==> config.mk <==
export PLATFORM = sky130hd
export DESIGN_NAME = mem_block_copier
export DESIGN_NICKNAME = d
export VERILOG_FILES = /design/src/rtl/mem_block_copier_pkg.sv /design/src/rtl/mem_block_copier_rdlat.sv /design/src/rtl/mem_block_copier.sv
export SDC_FILE = /design/constraint.sdc
export NUM_CORES = 1
export LEC_CHECK = 0
export BUFFER_PORTS_ARGS = -buffer_cell sky130_fd_sc_hd__buf_2
export CAP_MARGIN = 10
export CORE_MARGIN = 5
export CORE_UTILIZATION = 51
export CTS_BUF_LIST = sky130_fd_sc_hd__clkbuf_8 sky130_fd_sc_hd__clkbuf_16
export CTS_CLUSTER_SIZE = 8
export DETAILED_ROUTE_END_ITERATION = 7
export GPL_TIMING_DRIVEN = 0
export PLACE_DENSITY_LB_ADDON = 0.08
export SETUP_SLACK_MARGIN = 0.15
export SYNTH_ARGS = -nofsm -noshare
export SYNTH_HDL_FRONTEND = slang
export SYNTH_HIERARCHICAL = 1
export SYNTH_SLANG_ARGS = --single-unit
==> constraint.sdc <==
create_clock -name clk -period 2.19 [get_ports clk]
set_input_delay 0.3285 -clock clk [delete_from_list [all_inputs] [get_ports clk]]
set_output_delay 0.3285 -clock clk [all_outputs]
set_load 0.05 [all_outputs]
==> src/rtl/mem_block_copier_pkg.sv <==
// Shared types and constants for the word-granular memory block copier.
// FSM encoding, full-word byte enable, and legal read-latency range.
package mem_block_copier_pkg;

    typedef enum logic [2:0] {
        ST_IDLE    = 3'd0,
        ST_RD_REQ  = 3'd1,
        ST_RD_WAIT = 3'd2,
        ST_WR_REQ  = 3'd3,
        ST_DONE    = 3'd4
    } state_t;

    localparam logic [3:0] BYTEENABLE_ALL = 4'hF;
    localparam int         RD_LAT_MIN     = 1;
    localparam int         RD_LAT_MAX     = 4;

    // Keeps an out-of-range READ_LATENCY from building a zero-width or oversized pipe.
    function automatic int rd_lat_clamp(input int lat);
        if (lat < RD_LAT_MIN) return RD_LAT_MIN;
        if (lat > RD_LAT_MAX) return RD_LAT_MAX;
        return lat;
    endfunction

endpackage

==> src/rtl/mem_block_copier_rdlat.sv <==
// Capture strobe for read data: o_capture pulses exactly LAT cycles after i_accept.
// Pure delay line, no backpressure; cleared by synchronous reset.
module mem_block_copier_rdlat
    import mem_block_copier_pkg::*;
#(
    parameter int LAT = RD_LAT_MIN
) (
    input  logic clk,
    input  logic reset,
    input  logic i_accept,
    output logic o_capture
);

    logic [LAT-1:0] r_pipe;

    always_ff @(posedge clk) begin
        if (reset) begin
            r_pipe <= '0;
        end else begin
            r_pipe[0] <= i_accept;
            for (int i = 1; i < LAT; i++) begin
                r_pipe[i] <= r_pipe[i-1];
            end
        end
    end

    assign o_capture = r_pipe[LAT-1];

endmodule

==> src/rtl/mem_block_copier.sv <==
// Avalon-MM forward block copier: read word, wait READ_LATENCY, write word; 3 cycles/word with no stalls.
// Requests hold stable under waitrequest. Optional running checksum output: MEM_BLOCK_COPIER_CHECKSUM_EN.
module mem_block_copier
    import mem_block_copier_pkg::*;
#(
    parameter int ADDR_W       = 10,
    parameter int LEN_W        = 11,
    parameter int READ_LATENCY = 1
) (
    input  logic              clk,
    input  logic              reset,
    input  logic              start,
    input  logic [ADDR_W-1:0] src_addr,
    input  logic [ADDR_W-1:0] dst_addr,
    input  logic [LEN_W-1:0]  len,
    output logic              busy,
    output logic              done,
    output logic [ADDR_W-1:0] address,
    output logic [3:0]        byteenable,
    output logic              chipselect,
    output logic              read,
    output logic              write,
    output logic [31:0]       writedata,
`ifdef MEM_BLOCK_COPIER_CHECKSUM_EN
    output logic [31:0]       checksum,
`endif
    input  logic [31:0]       readdata,
    input  logic              waitrequest
);

    localparam int LAT = rd_lat_clamp(READ_LATENCY);

    state_t            r_state;
    logic [ADDR_W-1:0] r_src;
    logic [ADDR_W-1:0] r_dst;
    logic [LEN_W-1:0]  r_cnt;
    logic [31:0]       r_data;
    logic              w_rd_acc;
    logic              w_wr_acc;
    logic              w_capture;

    assign w_rd_acc = (r_state == ST_RD_REQ) && !waitrequest;
    assign w_wr_acc = (r_state == ST_WR_REQ) && !waitrequest;

    mem_block_copier_rdlat #(.LAT(LAT)) u_rdlat (
        .clk       (clk),
        .reset     (reset),
        .i_accept  (w_rd_acc),
        .o_capture (w_capture)
    );

    always_ff @(posedge clk) begin
        if (reset) begin
            r_state <= ST_IDLE;
            r_src   <= '0;
            r_dst   <= '0;
            r_cnt   <= '0;
            r_data  <= '0;
        end else begin
            case (r_state)
                ST_IDLE: if (start) begin
                    r_src   <= src_addr;
                    r_dst   <= dst_addr;
                    r_cnt   <= len;
                    r_state <= (len != '0) ? ST_RD_REQ : ST_DONE;
                end
                ST_RD_REQ: if (!waitrequest) r_state <= ST_RD_WAIT;
                ST_RD_WAIT: if (w_capture) begin
                    r_data  <= readdata;
                    r_state <= ST_WR_REQ;
                end
                // Pointers wrap silently at 2^ADDR_W.
                ST_WR_REQ: if (!waitrequest) begin
                    r_src   <= r_src + 1'b1;
                    r_dst   <= r_dst + 1'b1;
                    r_cnt   <= r_cnt - 1'b1;
                    r_state <= (r_cnt == LEN_W'(1)) ? ST_DONE : ST_RD_REQ;
                end
                ST_DONE:  r_state <= ST_IDLE;
                default:  r_state <= ST_IDLE;
            endcase
        end
    end

    // Gated by reset so a mid-copy reset drops the bus request in the same cycle.
    always_comb begin
        busy      = 1'b0;
        done      = 1'b0;
        read      = 1'b0;
        write     = 1'b0;
        address   = '0;
        writedata = '0;
        if (!reset) begin
            busy = (r_state != ST_IDLE);
            done = (r_state == ST_DONE);
            case (r_state)
                ST_RD_REQ: begin
                    read    = 1'b1;
                    address = r_src;
                end
                ST_WR_REQ: begin
                    write     = 1'b1;
                    address   = r_dst;
                    writedata = r_data;
                end
                default: ;
            endcase
        end
    end

    assign chipselect = read | write;
    assign byteenable = BYTEENABLE_ALL;

`ifdef MEM_BLOCK_COPIER_CHECKSUM_EN
    logic [31:0] r_sum;

    always_ff @(posedge clk) begin
        if (reset) begin
            r_sum <= '0;
        end else if ((r_state == ST_IDLE) && start) begin
            r_sum <= '0;
        end else if (w_wr_acc) begin
            r_sum <= r_sum + r_data;
        end
    end

    assign checksum = r_sum;
`endif

endmodule

* Word level (Yosys, flattened, before mapping)
Cells that the tools add are included.
** Storage, ports and cells
- Input port bits :: 67
- Output and inout bits :: 51
- ROM bits :: 0
- Logic and storage cells :: 54
- Bits in latches :: 0
- Memories :: 0
- Memory bits (writable) :: 0
- Register bits after elaboration :: 67
** Cells by class
- Equal/unequal tests :: 9
- Shifts and indexed selects :: 0
- Multiply operators :: 0
- Reductions and logical operators :: 9
- Multiplexer cells :: 26
- Magnitude comparators :: 0
- Div/mod/pow operators :: 0
- Add/subtract/negate cells :: 3
- Bitwise operators :: 1
** Operators with widths (number)
- 32-bit two-way mux :: 2
- 10-bit one-hot mux with 2 select lines :: 3
- 10-bit two-way mux :: 5
- 11-bit two-way mux :: 2
- 11-bit one-hot mux with 2 select lines :: 1
- 10-bit by 1-bit adder with 10-bit output, second input constant :: 2
- 3-bit two-way mux :: 6
- 3-bit one-hot mux with 4 select lines :: 1
- 11-bit by 1-bit equality test with 1-bit output, second input constant :: 1
- 11-bit nonzero test :: 1
- 11-bit by 1-bit subtractor with 11-bit output, second input constant :: 1
- 3-bit by 2-bit equality test with 1-bit output, second input constant :: 2
- 1-bit two-way mux :: 6
- 2-bit inequality test, second input constant :: 3
- 4-bit AND reduction :: 1
- 3-bit by 1-bit equality test with 1-bit output, second input constant :: 1
- 3-bit equality test, second input constant :: 1
- 3-bit zero test :: 1
- 3-bit AND reduction :: 1
- 3-bit nonzero test :: 1
- 2-bit by 1-bit inequality test with 1-bit output, second input constant :: 1
- 2-bit AND reduction :: 1
- 2-bit nonzero test :: 1
- 1-bit logical AND :: 1
- 2 further kinds :: 2

* Logic depth before layout (Yosys ltp)
Gate-level depths: netlist (run 1).
- Word-level depth :: 4
- Mapped depth :: 7
- Mapped depth without buffers :: 6

* Cells and area by module
Netlist (run 1), hierarchy kept.
** By module, submodules not included
- mem_block_copier :: cells each 481, sequential area each 1321.3 µm², area an instance 3582.2 µm², times used 1
- mem_block_copier_rdlat :: cells each 2, sequential area each 20.0 µm², area an instance 33.8 µm², times used 1

* Worst setup path before layout (run 1)
OpenSTA, ideal clock, no wires.
- Path kind :: in2out
- From :: in reset
- To :: out done
- Required time :: 1.862 ns
- Stages on the path :: 3
- Setup slack :: -0.445 ns
- Path buffers :: 2
- Arrival time :: 2.307 ns
- Cell sequence :: clkbuf_1 clkbuf_1 nor4b_1
** Between the ends
- Cells in the longest elaborated chain, start to end :: 1
** Ends and longest elaborated chain
- start, declared :: line mem_block_copier.sv:11 : input logic reset,
- 1-bit two-way mux :: line mem_block_copier.sv:93 : if (!reset) begin
- end, declared :: line mem_block_copier.sv:17 : output logic done,
Every way passes these cells.

* Final worst setup path (run 1)
- From :: reg r_state[2]
- To :: out writedata[18]
** Between the ends
- Cells in the longest elaborated chain, start to end :: 3
** Ends and longest elaborated chain
- start, declared :: line mem_block_copier.sv:33 : state_t r_state;
- start signal, assigned :: line mem_block_copier.sv:65 : r_state <= (len != '0) ? ST_RD_REQ : ST_DONE;
- start signal, assigned :: line mem_block_copier.sv:77 : r_state <= (r_cnt == LEN_W'(1)) ? ST_DONE : ST_RD_REQ;
- 3-bit by 2-bit equality test with 1-bit output :: line mem_block_copier.sv:96 : case (r_state)
- 32-bit two-way mux :: line mem_block_copier.sv:96
- 32-bit two-way mux :: line mem_block_copier.sv:93
- end, declared :: line mem_block_copier.sv:23 : output logic [31:0] writedata,
Every way passes these cells.

==> results.ini, run 1 <==
[finish]
final_common_cell=nand2_1
stdcell_count=718
nFillCells=557
areaGrowthSynthToFinish_pct=40.42
layout-drive-gt1-share=0.3055
n_antenna_cell=0
multiInputGateArea_um2=2172
final_nets=688
area.sequential_um2=1345
final_cell_mix=nand2_1 (84), buf_2 (78), dfxtp_1 (64), a21oi_1 (62)

[grt]
use_met1=0.3343
antenna_found_initial=0
grt_use_total=0.2805
top_usage_layer=met2
grt-ovfl-total=0
grt_pass1_wl_mm=19.80
grt_max_degree=12
grt_pass1_vias=4112
grt_use_met3=0.06891
grtUsageMet2=0.4793

[clocking]
clk_pin_slew_ns=0.08
clock_sinks=67
cts_buffer_depth=2
cts.htree.levels=3
cts_tree=yes
cts_root_buf=clkbuf_8
clock_latency_ns=0.34
cts_made_buffers=9

[logic_synthesis]
ys_async_sr_fraction=0
synthFlopType=dfxtp_1
synth.avg_cell_area_um2=7.486
yosys_warnings=6
synth.distinct_cells=52
netlist_area_um2=3616
ys_seq_elements=67
seq_area_frac_synth=0.3709
syn_inst=483
synth_edf_count=0

[hold_path]
hold_class=in -> reg
whs_endpoint=r_data[5]$_SDFFE_PP0P_
min_from=readdata[5]
hold_path_depth=3

[drt]
antenna_left=0
drt_first_pass_iters=5
num_vias=4223
finalWirelength_mm=12.46
viasPerCell=5.882
drc_errors=0
dr.first_iter.drc_count=334
wl_per_cell_um=17.35

[floorplanning]
die_h_um=94.20
fp.coreArea_um2=6832
ios=118
rows=30
chipWidth_um=94.20
die_area_um2=8874
start_util=0.5293

[power_and_ir_drop]
p_leak_nw=2.092
power_per_cell_area_nw_per_um2=643.1
peakVddDrop_v=0.0004655
p_total_mw=3.265

[timing]
tightestPinTransition_ns=0.7469
setup_viol=0
fmax_mhz=482.8
hold_ws_ns=0.2151
setup_slack_ns=0.1188
hold_viol=0
skew_ns=0.007592
max_slew_margin=0.5010
finalCritPeriodShare=0.9458
post-route-min-period_ns=2.071
finalMaxSlewViolations=0
rsz0062_at_grt=yes
fin_tns_setup_ns=0

[critical_path]
r2r_end=r_cnt[10]$_SDFFE_PP0P_
reg2regPathDepth=6
worst_ep_required_time_ns=1.86
crit_fanout=5
cp-start-kind=flip-flop
ff2ff_setup_slack_ns=0.29
critPathArrivalTime_ns=1.74
reg2reg_from=r_cnt[0]$_SDFFE_PP0P_
critical_path_class=reg -> out
critPathCaptureType=primary output

[placement]
dp_slack_ns=-0.4408
numPortBuffers=113
gp_congestion=0.9318
post-dp-hpwl_mm=8.350
placed_cells=695

[flow_run]
maxCapViolCount=0

[outcome]
status=complete, no violations

## worst max-delay path, cell delays in order (launching register included)
cell and delay [ns]:
dfxtp_2 0.32, buf_6 0.11, and3b_1 0.21, clkbuf_8 0.15, clkbuf_16 0.14, clkbuf_16 0.13
and3_4 0.19, buf_8 0.14
## synthesized netlist by cell type, types with 4 or more instances
library cell,number,area share
clkbuf_1,34,0.035
and2_1,13,0.022
a211oi_1,7,0.015
ha_1,4,0.014
and3_1,36,0.062
a21o_1,5,0.010
a311oi_1,4,0.0097
buf_4,4,0.0083
nand3_1,10,0.014
nor4_1,5,0.0087
o21ai_0,31,0.043
a22o_1,10,0.024
nand4_1,8,0.014
buf_2,7,0.0097
nand2_1,84,0.087
a21oi_1,62,0.086
nand2b_1,5,0.0087
nor2_1,17,0.018
nor3b_1,6,0.012
dfxtp_1,67,0.37
nor3_1,14,0.019
a31oi_1,6,0.010
## sequential cells by signal, summed over array words and instances, names as in the netlist
signal             cells
r_src                 10
u_rdlat/o_capture      1
r_dst                 10
r_cnt                 11
r_data                32
r_state                3
## cells by family after synthesis
| group | share of synthesized area |
|---|---|
| xor+xnor | 0.002423 |
| simple gates | 0.3100 |
| flops | 0.3709 |
| compound gates | 0.2374 |
| mux | 0.005882 |
| other cells | 0.001037 |
| fa+ha+maj | 0.01384 |
| buf+inv | 0.05848 |
## worst max-delay path by stage
stage	depth (start not counted)	start	end
after global placement	7	r_state[2]$_SDFFE_PP0P_	writedata[15]
after global routing	7	r_state[2]$_SDFFE_PP0P_	writedata[18]
after detailed placement	7	r_state[2]$_SDFFE_PP0P_	writedata[18]
final	7	r_state[2]$_SDFFE_PP0P_	writedata[18]
after CTS	7	r_state[2]$_SDFFE_PP0P_	writedata[13]
after floorplan	5	r_state[0]$_SDFFE_PP0P_	address[0]
## stage by stage
| step | utilization | area [µm²] |
|---|---|---|
| 2_1_floorplan | - | 3659 |
| 3_3_place_gp | 0.6359 | 4344 |
| 3_5_place_dp | 0.6359 | 4344 |
| 4_1_cts | 0.7264 | 4962 |
| 5_1_grt | 0.7432 | 5077 |
| 6_report | 0.7432 | 5077 |
## cell type report
type,instances,area share
tap,96,0.02366
inverter,3,0.002218
buffer,46,0.05939
clock inverter,6,0.01109
multi-input combinational,369,0.4278
timing repair buffer,121,0.1838
clock buffer,10,0.02711
sequential,67,0.2649
## metal layers
layer,wire length [µm],up-vias
met4,212,0
li1,-,1998
met3,1136,25
met2,6106,232
met1,4999,1968
met5,0,-
## report_power, final
| part | switching [mW] | total (mW) | internal (mW) |
|---|---|---|---|
| sequential | 0.112 | 1.42 | 1.31 |
| clock | 0.484 | 1.03 | 0.547 |
| combinational | 0.499 | 0.813 | 0.315 |
## timing repair
item / in CTS / in global routing
cloned: 2 / 0
hold endpoints to repair: 0 / 0
pin swaps: 8 / 2
setup buffers: 5 / 1
gates resized for setup: 114 / 34
endpoints found under the setup margin: 45 / 50
hold buffers: 0 / 0
Power figures use the tool's default switching activity.
==> run 2, diff against run 1 <==
--- a/config.mk
+++ b/config.mk
@@ -13,7 +13,7 @@
 export CTS_CLUSTER_SIZE = 8
 export DETAILED_ROUTE_END_ITERATION = 7
 export GPL_TIMING_DRIVEN = 0
-export PLACE_DENSITY_LB_ADDON = 0.08
+export PLACE_DENSITY = 0.8
 export SETUP_SLACK_MARGIN = 0.15
 export SYNTH_ARGS = -nofsm -noshare
 export SYNTH_HDL_FRONTEND = slang
==> constraint.sdc (replaced) <==
create_clock -name clk -period 2.19 [get_ports clk]
set_input_delay 0.219 -clock clk [delete_from_list [all_inputs] [get_ports clk]]
set_output_delay 0.219 -clock clk [all_outputs]
set_load 0.05 [all_outputs]
==> run 2 against run 1 <==
Clock power decreased by 6%; flip-flop and latch count unchanged; die area unchanged; register-to-register slack got worse by 0.03 ns; fmax increased by 2.5%; utilization decreased by 2.9 points; sequential share of layout area increased by 1.0 points; via count increased by 0.66%; combinational power decreased by 3.1%; critical path depth decreased by 1; routed wire length increased by 1.3%.
==> results.ini, run 2 (synthesized netlist as in run 1, its figures left out) <==
[outcome]
status=complete, no violations

[critical_path]
critPathArrivalTime_ns=1.80
critical_path_class=reg -> out
worst_ep_required_time_ns=1.97
crit_fanout=10
cp-start-kind=flip-flop
critPathCaptureType=primary output

[grt]
grt-ovfl-total=0
grt_pass1_vias=3976
grt_use_met3=0.06490
grtUsageMet2=0.4427
grt_use_total=0.2743
grt_pass1_wl_mm=19.24
use_met1=0.3411
top_usage_layer=met2
grt_max_degree=13
antenna_found_initial=0

[timing]
max_slew_margin=0.5222
tightestPinTransition_ns=0.7167
post-route-min-period_ns=2.021
hold_viol=0
setup_viol=0
finalMaxSlewViolations=0
finalCritPeriodShare=0.9229
fmax_mhz=494.8
setup_slack_ns=0.1689
skew_ns=0.009421
rsz0062_at_grt=yes

[placement]
dpl-instance-area_um2=4322
post-dp-hpwl_mm=8.504
dp_slack_ns=-0.2142
numPortBuffers=113
gp_congestion=0.9220

[clocking]
clk_pin_slew_ns=0.07
cts_made_buffers=9
cts_root_buf=clkbuf_8
cts.htree.levels=3
clock_sinks=67
cts_buffer_depth=2
holdBufCountCts=0
clock_latency_ns=0.35
cts_tree=yes

[power_and_ir_drop]
p_sw_mw=1.099
comb_power_share=0.248
seq_power_share=0.447
power_per_cell_area_nw_per_um2=650.2
swShare=0.3462
p_int_mw=2.075
p_leak_nw=2.033
peakVddDrop_v=0.0003790
clkPwrFrac=0.305

[finish]
largest_register_ffs=32
layout-drive-gt1-share=0.2846
final_common_cell=nand2_1
regMostFlops=r_data
final_nets=688
n_antenna_cell=0
final_area_um2=4881
areaGrowthSynthToFinish_pct=34.98
top_regs=r_data x32, r_cnt x11
final_cell_mix=nand2_1 (84), buf_2 (78), dfxtp_1 (66), a21oi_1 (62), o21ai_0 (31)

[drt]
finalWirelength_mm=12.62
drt_first_pass_iters=6
antenna_left=0
num_vias=4251
wl_per_cell_um=17.58
drc_errors=0
dr.first_iter.drc_count=459
viasPerCell=5.921

[hold_path]
hold_class=in -> reg

[floorplanning]
chipWidth_um=94.20
die_h_um=94.20
start_util=0.5293
ios=118
fp.coreArea_um2=6832
die_area_um2=8874
rows=30

[flow_run]
maxCapViolCount=0

## run 2: cell count changes in the layout (fill, tap and decap cells not counted), sizes merged
| cell | before | now |
|---|---|---|
| clkinv | 3 | 1 |
| buf | 135 | 126 |
| bufinv | 1 | 0 |
| clkbuf | 42 | 52 |
| clkinvlp | 1 | 3 |
## run 2: path summary, 6_finish.rpt
check	cells after the start	end	start	slack [ns]
setup reg to reg	5	r_dst[7]$_SDFFE_PP0P_	r_state[0]$_SDFFE_PP0P_	0.26
hold reg to reg	2	r_data[0]$_SDFFE_PP0P_	r_data[0]$_SDFFE_PP0P_	0.45
hold / removal	2	u_rdlat/o_capture$_SDFF_PP0_	reset	0.06
setup / recovery	6	address[7]	r_state[0]$_SDFFE_PP0P_	0.17
## run 2: timing repair
action                     in CTS  in global routing
resized for setup              55                 64
setup buffers                   2                  5
gates cloned                    0                  0
pin swaps                       1                  1
setup endpoints to repair      45                 45
## run 2: power groups by stage
stage               logic (mW)  registers [mW]  clock network (mW)
CTS                      0.746            1.41               0.980
detailed placement       0.717            1.44                   0
global route             0.844            1.43                1.04
global placement         0.703            1.43                   0
floorplan                0.499            1.40                   0
finish                   0.788            1.42               0.967
## run 2: per-layer routing
layer	vias up	wire length [µm]
li1	2001	-
met1	1966	4928
met2	245	5987
met3	39	1333
met4	0	374
met5	-	0
## run 2: final cells by class
| class | count | area [µm²] |
|---|---|---|
| Clock buffer | 11 | 151.4 |
| Tap cell | 96 | 120.1 |
| Sequential cell | 67 | 1343 |
| Multi-Input combinational cell | 369 | 2138 |
| Fill cell | 552 | 1951 |
| Buffer | 47 | 289.0 |
| Timing Repair Buffer | 120 | 792.0 |
| Clock inverter | 5 | 36.28 |
| Inverter | 3 | 11.26 |
## run 2: worst max-delay path, cell delays in order (launching register included)
cell      delay [ns]
dfxtp_2         0.37
buf_6           0.15
nand2b_1        0.14
nor3_2          0.28
buf_6           0.18
a22o_1          0.14
buf_4           0.20
## run 2: through the flow
step           hold WS, ns  cells  TNS, ns  power (mW)  utilization
2_1_floorplan       0.2833    486        0       1.904            -
3_5_place_dp        0.4179    695   -2.030       2.154       0.6326
6_report           0.05985    718        0       3.174       0.7145
3_3_place_gp        0.4154    695   -2.165       2.134       0.6326
5_1_grt            0.04848    718        0       3.311       0.7145
4_1_cts            0.04789    713        0       3.133       0.6892
==> run 3, diff against run 2 <==
--- a/config.mk
+++ b/config.mk
@@ -8,12 +8,12 @@
 export BUFFER_PORTS_ARGS = -buffer_cell sky130_fd_sc_hd__buf_2
 export CAP_MARGIN = 10
 export CORE_MARGIN = 5
-export CORE_UTILIZATION = 51
+export CORE_UTILIZATION = 45
 export CTS_BUF_LIST = sky130_fd_sc_hd__clkbuf_8 sky130_fd_sc_hd__clkbuf_16
 export CTS_CLUSTER_SIZE = 8
 export DETAILED_ROUTE_END_ITERATION = 7
 export GPL_TIMING_DRIVEN = 0
-export PLACE_DENSITY = 0.8
+export PLACE_DENSITY = 0.73
 export SETUP_SLACK_MARGIN = 0.15
 export SYNTH_ARGS = -nofsm -noshare
 export SYNTH_HDL_FRONTEND = slang
==> run 3 against run 2 <==
Register-to-register slack gained 0.02 ns; first-iteration DRC count decreased by 34%; total power grew 2.5%; sequential power hardly changed; final cell count unchanged; largest cell class unchanged.
==> results.ini, run 3 (synthesized netlist as in run 1, its figures left out) <==
[grt]
grt_max_degree=20
grt_use_total=0.2430
grt_pass1_vias=3943
grt-ovfl-total=0
antenna_found_initial=0
grt_pass1_wl_mm=19.44

[timing]
hold_viol=0
fin_tns_setup_ns=0
fmax_mhz=503.7
finalMaxSlewViolations=0
tightestPinTransition_ns=0.7953
post-route-min-period_ns=1.985
hold_ws_ns=0.06362
finalCritPeriodShare=0.9065
setup_viol=0
skew_ns=0.01410
max_slew_margin=0.4686
rsz0062_at_grt=yes

[finish]
n_antenna_cell=0
layout-drive-gt1-share=0.2662
final_nets=682
final_cell_mix=nand2_1 (84), buf_2 (78), dfxtp_1 (66), a21oi_1 (62), and3_1 (36)
largest_register_ffs=32
regMostFlops=r_data
stdcell_count=718
finish.utilization=0.6168
areaGrowthSynthToFinish_pct=32.49
final_area_um2=4791
final_common_cell=nand2_1
top_regs=r_data x32, r_cnt x11

[clocking]
cts.htree.levels=3
cts_made_buffers=9
holdBufCountCts=0
cts_root_buf=clkbuf_8
cts_tree=yes
clk_pin_slew_ns=0.08
clock_sinks=67
clock_latency_ns=0.35
cts_buffer_depth=2

[hold_path]
min_from=reset
hold_path_depth=2
hold_class=in -> reg
whs_endpoint=u_rdlat/o_capture$_SDFF_PP0_

[drt]
dr.first_iter.drc_count=305
num_vias=4087
viasPerCell=5.692
antenna_left=0
wl_per_cell_um=17.11
drt_first_pass_iters=5
drc_errors=0
finalWirelength_mm=12.29

[power_and_ir_drop]
p_leak_nw=2.035
power_per_cell_area_nw_per_um2=679.2
peakVddDrop_v=0.0002901

[critical_path]
crit_fanout=10
critical_path_class=reg -> out
crit_start=r_state[2]$_SDFFE_PP0P_
ff2ff_setup_slack_ns=0.28
cp-start-kind=flip-flop
critPathArrivalTime_ns=1.77
reg2reg_from=r_cnt[0]$_SDFFE_PP0P_
r2r_end=r_cnt[10]$_SDFFE_PP0P_
critPathCaptureType=primary output
reg2regPathDepth=6
worst_ep_required_time_ns=1.97

[floorplanning]
die_area_um2=9928
ios=118
die_h_um=99.64
fp.coreArea_um2=7767
rows=32
start_util=0.4655
chipWidth_um=99.64

[outcome]
status=complete, no violations

[placement]
gp_congestion=0.9671
placed_cells=701
numPortBuffers=113
post-dp-hpwl_mm=8.619
dpl-instance-area_um2=4329

[flow_run]
maxCapViolCount=0

-- run 3: cell types whose count changed in the layout (fill, tap and decap cells not counted), moves of 2 or more --
cell and delta:
clkbuf_4 -10, and3_1 +9, and3_4 -9, buf_4 +6, buf_6 +4, buf_8 -3
clkbuf_1 -2, clkbuf_16 -2, clkbuf_8 -2, clkinv_4 +2, clkinvlp_4 -2
-- run 3: power by group --
group | switching [mW] | total (mW) | internal (mW) | leakage, nW
sequential | 0.108 | 1.42 | 1.31 | 0.546
clock | 0.506 | 1.06 | 0.556 | 0.102
combinational | 0.485 | 0.775 | 0.290 | 1.39
total | 1.10 | 3.25 | 2.15 | 2.04
-- run 3: cell type report --
| cell class | instances | area, µm² |
|---|---|---|
| Clock inverter | 6 | 65.06 |
| Buffer | 46 | 269.0 |
| Clock buffer | 10 | 137.6 |
| Fill cell | 713 | 2977 |
| Tap cell | 102 | 127.6 |
| Timing Repair Buffer | 115 | 735.7 |
| Sequential cell | 67 | 1343 |
| Multi-Input combinational cell | 369 | 2102 |
| Inverter | 3 | 11.26 |
-- run 3: per-layer routing --
layer	share of wire	routed length, µm	up-vias	track usage
li1	-	-	1987	-
met4	0.025	308	0	0.08718
met1	0.42	5107	1869	0.3077
met2	0.46	5692	205	0.3895
met5	0	0	-	0
met3	0.096	1180	26	0.07574
-- run 3: critical path, cell delays in order (launching register included) --
cell and delay [ns]:
dfxtp_1 0.30, clkbuf_4 0.17, nand3b_1 0.19, nor2_2 0.20
buf_6 0.17, a22o_1 0.17, buf_4 0.20
-- run 3: worst max path at each step --
stage / end / cells past startpoint
after floorplan: address[1] / 5
after global placement: writedata[19] / 7
after detailed placement: writedata[16] / 7
after CTS: writedata[16] / 6
after global routing: address[8] / 6
final: address[8] / 6
-- run 3: timing repair --
action / 4_1_cts / 5_1_grt
gates resized for setup: 57 / 43
setup endpoints to repair: 45 / 53
pin swaps: 1 / 2
buffers inserted: 1 / 1
-- run 3: per-stage QoR --
step	worst slack (ns)	power (mW)
6_report	0.2048	3.254
2_1_floorplan	0.1693	1.904
3_3_place_gp	-0.2503	2.135
3_5_place_dp	-0.2148	2.154
4_1_cts	0.08330	3.220
5_1_grt	0.1027	3.416
